## src/rtl/tmr_vtimer_sched.sv

```systemverilog
`default_nettype none
// ============================================================================
// tmr_vtimer_sched : one-shot virtual timers multiplexed on a shared timebase
// Rev 1.0
// ============================================================================
module tmr_vtimer_sched #(
  parameter  int CH_NUM    = 4,
  parameter  int CNT_WIDTH = 32,
  localparam int CH_IDX_W  = $clog2(CH_NUM)
) (
  input  logic                 clk_i,
  input  logic                 rst_i,
  input  logic                 tick_i,
  input  logic                 req_valid_i,
  output logic                 req_ready_o,
  input  logic                 req_op_i,
  input  logic [CH_IDX_W-1:0]  req_ch_i,
  input  logic [CNT_WIDTH-1:0] req_delta_i,
  output logic [CNT_WIDTH-1:0] now_o,
  output logic [CH_NUM-1:0]    active_o,
  output logic                 fire_valid_o,
  output logic [CH_IDX_W-1:0]  fire_ch_o,
  input  logic                 fire_ready_i,
  output logic                 next_valid_o,
  output logic [CH_IDX_W-1:0]  next_ch_o,
  output logic [CNT_WIDTH-1:0] next_rem_o
);

  typedef enum logic [1:0] {
    ST_IDLE = 2'd0,
    ST_SCAN = 2'd1,
    ST_FIRE = 2'd2
  } state_t;

  localparam logic [CH_IDX_W-1:0]  LAST_IDX  = CH_IDX_W'(CH_NUM - 1);
  localparam logic [CNT_WIDTH-1:0] DELTA_MAX = {1'b0, {(CNT_WIDTH-1){1'b1}}};
  localparam logic [CH_IDX_W:0]    CH_LIMIT  = (CH_IDX_W+1)'(CH_NUM);

  state_t               state_q, state_d;
  logic [CNT_WIDTH-1:0] now_q, now_d;
  logic [CH_NUM-1:0]    active_q, active_d;
  logic [CNT_WIDTH-1:0] deadline_q [CH_NUM];
  logic [CNT_WIDTH-1:0] deadline_d [CH_NUM];
  logic [CH_IDX_W-1:0]  idx_q, idx_d;
  logic                 pend_q, pend_d;
  logic                 exp_found_q, exp_found_d;
  logic [CH_IDX_W-1:0]  exp_ch_q, exp_ch_d;
  logic                 min_found_q, min_found_d;
  logic [CH_IDX_W-1:0]  min_ch_q, min_ch_d;
  logic [CNT_WIDTH-1:0] min_rem_q, min_rem_d;
  logic                 fire_valid_q, fire_valid_d;
  logic [CH_IDX_W-1:0]  fire_ch_q, fire_ch_d;
  logic                 next_valid_q, next_valid_d;
  logic [CH_IDX_W-1:0]  next_ch_q, next_ch_d;
  logic [CNT_WIDTH-1:0] next_rem_q, next_rem_d;

  logic                 cur_act, cur_exp;
  logic [CNT_WIDTH-1:0] cur_rem;
  logic                 scan_exp_found, scan_min_found;
  logic [CH_IDX_W-1:0]  scan_exp_ch, scan_min_ch;
  logic [CNT_WIDTH-1:0] scan_min_rem;
  logic [CNT_WIDTH-1:0] arm_delta;
  logic                 req_ch_ok;
  logic                 go_scan;

  // Wrap-safe expiry: a deadline at or behind now gives rem of zero or MSB set.
  always_comb begin
    cur_act = active_q[idx_q];
    cur_rem = deadline_q[idx_q] - now_q;
    cur_exp = (cur_rem == '0) || cur_rem[CNT_WIDTH-1];

    scan_exp_found = exp_found_q;
    scan_exp_ch    = exp_ch_q;
    if (cur_act && cur_exp && !exp_found_q) begin
      scan_exp_found = 1'b1;
      scan_exp_ch    = idx_q;
    end

    scan_min_found = min_found_q;
    scan_min_ch    = min_ch_q;
    scan_min_rem   = min_rem_q;
    if (cur_act && !cur_exp && (!min_found_q || (cur_rem < min_rem_q))) begin
      scan_min_found = 1'b1;
      scan_min_ch    = idx_q;
      scan_min_rem   = cur_rem;
    end

    arm_delta = req_delta_i[CNT_WIDTH-1] ? DELTA_MAX : req_delta_i;
    req_ch_ok = ({1'b0, req_ch_i} < CH_LIMIT);
  end

  always_comb begin
    state_d      = state_q;
    now_d        = tick_i ? (now_q + CNT_WIDTH'(1)) : now_q;
    active_d     = active_q;
    deadline_d   = deadline_q;
    idx_d        = idx_q;
    pend_d       = pend_q;
    exp_found_d  = exp_found_q;
    exp_ch_d     = exp_ch_q;
    min_found_d  = min_found_q;
    min_ch_d     = min_ch_q;
    min_rem_d    = min_rem_q;
    fire_valid_d = fire_valid_q;
    fire_ch_d    = fire_ch_q;
    next_valid_d = next_valid_q;
    next_ch_d    = next_ch_q;
    next_rem_d   = next_rem_q;
    go_scan      = 1'b0;

    case (state_q)
      ST_IDLE: begin
        if (req_valid_i) begin
          if (req_ch_ok) begin
            if (req_op_i) begin
              active_d[req_ch_i] = 1'b0;
            end else begin
              active_d[req_ch_i]   = 1'b1;
              deadline_d[req_ch_i] = now_q + arm_delta;
            end
          end
          go_scan = 1'b1;
        end else if (tick_i) begin
          go_scan = 1'b1;
        end
      end

      ST_SCAN: begin
        exp_found_d = scan_exp_found;
        exp_ch_d    = scan_exp_ch;
        min_found_d = scan_min_found;
        min_ch_d    = scan_min_ch;
        min_rem_d   = scan_min_rem;
        if (idx_q == LAST_IDX) begin
          next_valid_d = scan_min_found;
          next_ch_d    = scan_min_ch;
          next_rem_d   = scan_min_rem;
          if (scan_exp_found) begin
            state_d      = ST_FIRE;
            fire_valid_d = 1'b1;
            fire_ch_d    = scan_exp_ch;
          end else if (pend_q || tick_i) begin
            go_scan = 1'b1;
          end else begin
            state_d = ST_IDLE;
          end
        end else begin
          idx_d  = idx_q + CH_IDX_W'(1);
          pend_d = pend_q | tick_i;
        end
      end

      ST_FIRE: begin
        if (fire_ready_i) begin
          active_d[fire_ch_q] = 1'b0;
          fire_valid_d        = 1'b0;
          go_scan             = 1'b1;
        end
      end

      default: state_d = ST_IDLE;
    endcase

    // Every scan pass starts from channel 0 with empty accumulators.
    if (go_scan) begin
      state_d     = ST_SCAN;
      idx_d       = '0;
      pend_d      = 1'b0;
      exp_found_d = 1'b0;
      exp_ch_d    = '0;
      min_found_d = 1'b0;
      min_ch_d    = '0;
      min_rem_d   = '0;
    end
  end

  always_ff @(posedge clk_i) begin
    if (rst_i) begin
      state_q      <= ST_IDLE;
      now_q        <= '0;
      active_q     <= '0;
      for (int i = 0; i < CH_NUM; i++) deadline_q[i] <= '0;
      idx_q        <= '0;
      pend_q       <= 1'b0;
      exp_found_q  <= 1'b0;
      exp_ch_q     <= '0;
      min_found_q  <= 1'b0;
      min_ch_q     <= '0;
      min_rem_q    <= '0;
      fire_valid_q <= 1'b0;
      fire_ch_q    <= '0;
      next_valid_q <= 1'b0;
      next_ch_q    <= '0;
      next_rem_q   <= '0;
    end else begin
      state_q      <= state_d;
      now_q        <= now_d;
      active_q     <= active_d;
      deadline_q   <= deadline_d;
      idx_q        <= idx_d;
      pend_q       <= pend_d;
      exp_found_q  <= exp_found_d;
      exp_ch_q     <= exp_ch_d;
      min_found_q  <= min_found_d;
      min_ch_q     <= min_ch_d;
      min_rem_q    <= min_rem_d;
      fire_valid_q <= fire_valid_d;
      fire_ch_q    <= fire_ch_d;
      next_valid_q <= next_valid_d;
      next_ch_q    <= next_ch_d;
      next_rem_q   <= next_rem_d;
    end
  end

  assign req_ready_o  = (state_q == ST_IDLE) && !rst_i;
  assign now_o        = now_q;
  assign active_o     = active_q;
  assign fire_valid_o = fire_valid_q;
  assign fire_ch_o    = fire_ch_q;
  assign next_valid_o = next_valid_q;
  assign next_ch_o    = next_ch_q;
  assign next_rem_o   = next_rem_q;

endmodule
`default_nettype wire

```

## config.mk

```make
export PLATFORM = sky130hd
export DESIGN_NAME = tmr_vtimer_sched
export DESIGN_NICKNAME = d
export VERILOG_FILES = /design/src/rtl/tmr_vtimer_sched.sv
export SDC_FILE = /design/constraint.sdc
export NUM_CORES = 1
export LEC_CHECK = 0
export CAP_MARGIN = 25
export CORE_AREA = 2 2 162 164
export CTS_BUF_LIST = sky130_fd_sc_hd__clkbuf_8
export DETAILED_ROUTE_END_ITERATION = 12
export DIE_AREA = 0 0 164 166
export PLACE_DENSITY_LB_ADDON = 0.15
export SLEW_MARGIN = 20
export SYNTH_ARGS = -nofsm -noshare
export SYNTH_HDL_FRONTEND = slang
export SYNTH_SLANG_ARGS = --single-unit
```

## constraint.sdc

```tcl
create_clock -name clk_i -period 8.5 [get_ports clk_i]
set_clock_uncertainty 0.05 [all_clocks]
set_input_delay 1.7 -clock clk_i [delete_from_list [all_inputs] [get_ports clk_i]]
set_output_delay 1.7 -clock clk_i [all_outputs]
set_load 0.01 [all_outputs]
```

==> After elaboration in Yosys (flattened, before gate mapping) <==
Cells that the tools add are included.
{ "totals": {"word_cells": 122, "regBits": 245} }
{ "op_classes": {"add_sub_neg": 4, "n_mux": 38, "reduce_logical": 29, "bitwise": 11, "magnitude_cmp": 9, "n_eq_ne": 11} }
{ "ops": {"columns": ["op", "count"], "rows": [
  ["$bwmux 128", 1],
  ["$mux 32", 4],
  ["$bmux 32 s2", 1],
  ["$demux 32 s2", 1],
  ["$add 32x1->32 const B", 1],
  ["$add 32x31->32", 1],
  ["$logic_not 32->1", 1],
  ["$lt 32x32->1", 1],
  ["$sub 32x32->32", 1],
  ["$mux 31", 1],
  ["$mux 1", 15],
  ["$reduce_and 3->1", 5],
  ["$mux 4", 3],
  ["$mux 2", 5],
  ["$lt 2x3->1 const B", 3],
  ["$and 4x4->4", 2],
  ["$logic_and 1x1->1", 8],
  ["$ne 2x2->1 const B", 4],
  ["$not 4->4", 2],
  ["$pmux 4 s2", 1],
  ["$ge 3x3->1 const B", 2],
  ["$ne 3x3->1 const B", 2],
  ["$not 2->3", 2],
  ["$demux 1 s2", 2],
  ["other kinds (21)", 33]
]} }

==> Logic depth before layout (Yosys ltp) <==
{ "logic_depth": {"depth_word": 15, "depth_mapped": 27, "depth_no_buf": 23} }

==> Worst setup path after synthesis <==
Ideal clock, no wire load.
{ "synth_path": {"path_type": "flip-flop to flip-flop", "from": "register idx_q[0]", "to": "register min_rem_q[6]", "path_buffers": 4, "path_stages_with_launch": 25, "t_required_ns": 8.377, "arrival_time_ns": 6.254, "setup_time_ns": 0.073, "path_slack_ns": 2.123, "path_cell_list": "dfxtp_1 > buf_1 > buf_1 > mux4_2 > ha_1 > clkbuf_1 > a21o_1 > a21oi_1 > o311ai_0 > nor2b_1 > nor3_2 > a21oi_1 > mux2i_1 > xnor2_1 > inv_1 > ha_1 > a21o_1 > a21oi_1 > nor2b_1 > o31ai_1 > nand3_1 > nor2_1 > clkbuf_1 > a21oi_1 > nor3_2"} }
{ "synth_via": {"elab_chain_len": 14, "elab_cells_between_ends": 23, "classes_between": "1 x add/sub; 1 x order compare; 1 x eq/ne; 10 x mux; 1 x bitwise; 9 x reduce/logical"} }
{ "synth_lines": {"columns": ["element", "line", "text"], "rows": [
  ["from (decl)", "44", "logic [CH_IDX_W-1:0] idx_q, idx_d;"],
  ["from (signal assigned)", "200", "idx_q <= idx_d;"],
  ["$not 2->3 (not written as such)", "69", "cur_rem = deadline_q[idx_q] - now_q;"],
  ["$bmux 32 s2", "69", null],
  ["$mux 32 (not written as such) (2 in series)", "69", null],
  ["$sub 32x32->32", "69", null],
  ["$logic_not 32->1", "70", "cur_exp = (cur_rem == '0) || cur_rem[CNT_WIDTH-1];"],
  ["$logic_or 1x1->1", "70", null],
  ["$logic_and 1x1->1 (2 in series)", "74", "if (cur_act && cur_exp && !exp_found_q) begin"],
  ["$mux 1", "74", null],
  ["$mux 1", "138", "if (scan_exp_found) begin"],
  ["$mux 1", "134", "if (idx_q == LAST_IDX) begin"],
  ["$pmux 1 s3", "111", "case (state_q)"],
  ["$reduce_or 2->1 (no source line)", null, null],
  ["to (signal assigned)", "206", "min_rem_q <= min_rem_d;"],
  ["to (decl)", "50", "logic [CNT_WIDTH-1:0] min_rem_q, min_rem_d;"]
]} }
Several ways; a longest one is shown, not always the timed one. The select of a mux whose other input is x is not followed.
A chain may end at the register's enable or synchronous reset.

==> Worst setup path in the final report <==
{ "layout_path": {"from": "register idx_q[0]", "to": "register min_rem_q[29]"} }
Same word-level chain as after synthesis.

==> results.cfg <==
[power]
ir_drop_uv = 95.3
power.leakage_nw = 6.46
p_per_area_nw_per_um2 = 168
power.total_w = 0.00287

[place]
place_congestion = 0.898
portBuffers = 114
dp.cells = 2247
detailed_place_hpwl_um = 29300
place_ws_ns = 1.52

[floorplan]
start_util = 0.589
die_y_um = 166
dieArea_um2 = 27200
dieWidth_um = 164
placementRows = 59
coreArea_um2 = 25600
io_pins = 115

[sta]
setup_viol = 0
fin_crit_sh = 0.779
finalCriticalPeriod_ns = 6.62
max_slew_margin = 0.328
worst_pin_slew_ns = 1.01
max_freq_mhz = 151
rsz0062_at_grt = no
setup_slack_ns = 1.88
slew_viol_final = 0
finalHoldViolCount = 0
fin_tns_setup_ns = 0

[clock_network]
clk_pin_slew_ns = 0.06
numCtsBuffers = 42
cts_tree = yes
hold_buffers = 0
cts_sinks = 245
cts-resized-gates = 0
h-tree-depth = 2
insertion_delay_ns = 0.57
cts_buffer_depth = 3
cts_setup_buffers = 0
root_buffer = clkbuf_8

[synth]
ys_warn_count = 0
netlist_instances = 1902
ys_seq_area_frac = 0.325
synth_top_area_cell = dfxtp_1
syn_area_um2 = 15100
synth_commonest_cells = dfxtp_1, a21oi_1, nand2_1, nor2_1, o21ai_0
synth_edf_count = 0
synthArstFlopShare = 0
yosys_most_used_dff = dfxtp_1
synth_top_area_share = 0.325
post-synth-top-count-cell = dfxtp_1
synth.area.top_cells = dfxtp_1, ha_1, a21oi_1
avgSynthCellArea_um2 = 7.93
syn_nets = 2039
ys_types = 80
ys_ff_latch = 245

[cells_and_area]
antennaDiodeCount = 0
drive_gt1_frac = 0.0914
finalNetCount = 2096
final_cells = 2316
nFillCells = 2162
areaGrowthSynthToFinish_pct = 13.5
fin_util = 0.668
multi_input_area_um2 = 9360
register_area_um2 = 4910

[critical_path]
end_kind = register
critPathCapture = min_rem_q[29]
worst-endpoint-arrival_ns = 6.97
cp_max_fo = 25
worst-path-buf-inv = 2
rrSetupSlack_ns = 1.88
rr_endpoint = min_rem_q[29]
r2r-start = idx_q[0]
slowest_delay_ns = 0.85
cp.depth = 21
worst-r2r-cell-count = 21
slowest_stage = dfxtp_2
cp.required_ns = 8.85
critPathKind = reg2reg
startpoint = idx_q[0]
cpLargestDelayFamily = compound AO/OA/AOI/OAI gates
crit_chain = mux4_2 -> ha_1 -> nand3_1 -> a21oi_1 -> o211ai_2 -> a2111oi_2 -> nor3_2 -> a21oi_1 -> mux2i_1 -> xnor2_1 -> inv_1 -> ha_1 -> a21o_1 -> a21oi_1 -> nor2b_1 -> o31ai_1 -> and3_1 -> nand2_1 -> buf_8 -> nor2_1 -> a211oi_1
start_kind = register
crit_top_cell = a21oi_1

[route]
post-route-drc-count = 0
viasPerCell = 6.14
ant_nets = 0
wl_per_cell_um = 18.1
first_iter_violations = 1401
drtPass1Iterations = 5
dr_total_vias = 14221
totalWireLength_um = 41800

[global_route]
grt_pass1_vias = 13655
grt_pass1_wl_um = 68200
antenna_found_initial = 1
grt-ovfl-total = 0
grt.total_usage = 0.305
grt_max_degree = 99

[outcome]
status = finished, final reports clean

[hold_path]
hp-class = reg2reg

[flow_run]
max-cap-violations = 0
state kept, by name, summed over array words and instances (netlist names), 2 cells and up, named ones only:
register / cells
min_ch_q: 2
deadline_q: 128
min_rem_q: 32
exp_ch_q: 2
fire_ch_o: 2
idx_q: 2
state_q: 2
next_rem_o: 32
next_ch_o: 2
now_o: 32
power by group:
| group | leakage, nW | switching (W) | internal, W |
|---|---|---|---|
| sequential | 1.98 | 0.0000172 | 0.00117 |
| combinational | 4.04 | 0.000407 | 0.000261 |
| clock | 0.442 | 0.000480 | 0.000537 |
| total | 6.46 | 0.000904 | 0.00197 |
metal layers:
metal,share of wire,vias to the layer above,GRT usage
met4,0.027,2,0.106
li1,-,6933,-
met2,0.46,526,0.495
met5,0.00019,-,0
met3,0.069,89,0.0467
met1,0.45,6671,0.414
cells by family after synthesis:
family | Yosys count | share of synthesized area
buffers and inverters | 210 | 0.0565
muxes | 37 | 0.0519
AOI/OAI and AO/OA | 569 | 0.231
and+or+nand+nor | 677 | 0.215
adders and majority gates | 97 | 0.0814
xor gates and xnor gates | 67 | 0.0389
DFF | 245 | 0.325
worst reg2reg max path: stages, from the launching register on:
cell and delay (ns):
dfxtp_2 0.85, mux4_2 0.63, ha_1 0.46, nand3_1 0.16, a21oi_1 0.24, o211ai_2 0.20, a2111oi_2 0.65, nor3_2 0.14
a21oi_1 0.31, mux2i_1 0.15, xnor2_1 0.53, inv_1 0.10, ha_1 0.32, a21o_1 0.17, a21oi_1 0.14, nor2b_1 0.06
o31ai_1 0.30, and3_1 0.22, nand2_1 0.19, buf_8 0.25, nor2_1 0.24, a211oi_1 0.12
layout make-up:
class,count,area share
multi-input combinational,1447,0.547
tap,335,0.0245
sequential,245,0.287
clock inverter,15,0.00402
clock buffer,51,0.0410
timing repair buffer,133,0.0776
inverter,90,0.0197
per-stage QoR:
stage / hold slack, ns / area [um^2]
3_5_place_dp: 0.397 / 16300
3_3_place_gp: 0.387 / 16300
5_1_grt: 0.420 / 17100
4_1_cts: 0.404 / 17100
2_1_floorplan: 0.379 / 15100
6_report: 0.402 / 17100
cell usage in the layout (no fill, tap or decap), types with 8 or more instances in the layout:
cell,count
nand3_1,115
a311oi_1,8
or3_1,10
nand4_1,18
o21ai_1,20
dfxtp_1,243
xor2_1,13
o211ai_1,9
mux4_2,33
inv_1,100
nor3_1,33
a21oi_1,215
o21bai_1,15
a21o_1,48
buf_4,16
a211oi_1,31
o21ai_0,117
and2_1,11
a31oi_1,29
clkdlybuf4s50_1,113
xnor2_1,54
and3_1,17
or2_2,37
ha_1,95
nor4_1,9
nor2b_1,9
nand2_1,201
nor2_1,165
clkbuf_8,51
how the worst min path moves through the flow:
| stage | endpoint | slack [ns] | start | cells past startpoint |
|---|---|---|---|---|
| 2_1_floorplan | deadline_q[61] | 0.38 | deadline_q[61] | 2 |
| 3_3_place_gp | deadline_q[125] | 0.39 | deadline_q[125] | 2 |
| 3_5_place_dp | deadline_q[114] | 0.40 | deadline_q[114] | 2 |
| 4_1_cts | deadline_q[125] | 0.40 | deadline_q[125] | 2 |
| 5_1_grt | next_rem_o[31] | 0.42 | next_rem_o[31] | 2 |
| 6_report | next_rem_o[31] | 0.40 | next_rem_o[31] | 2 |
Power figures use the tool's default switching activity.
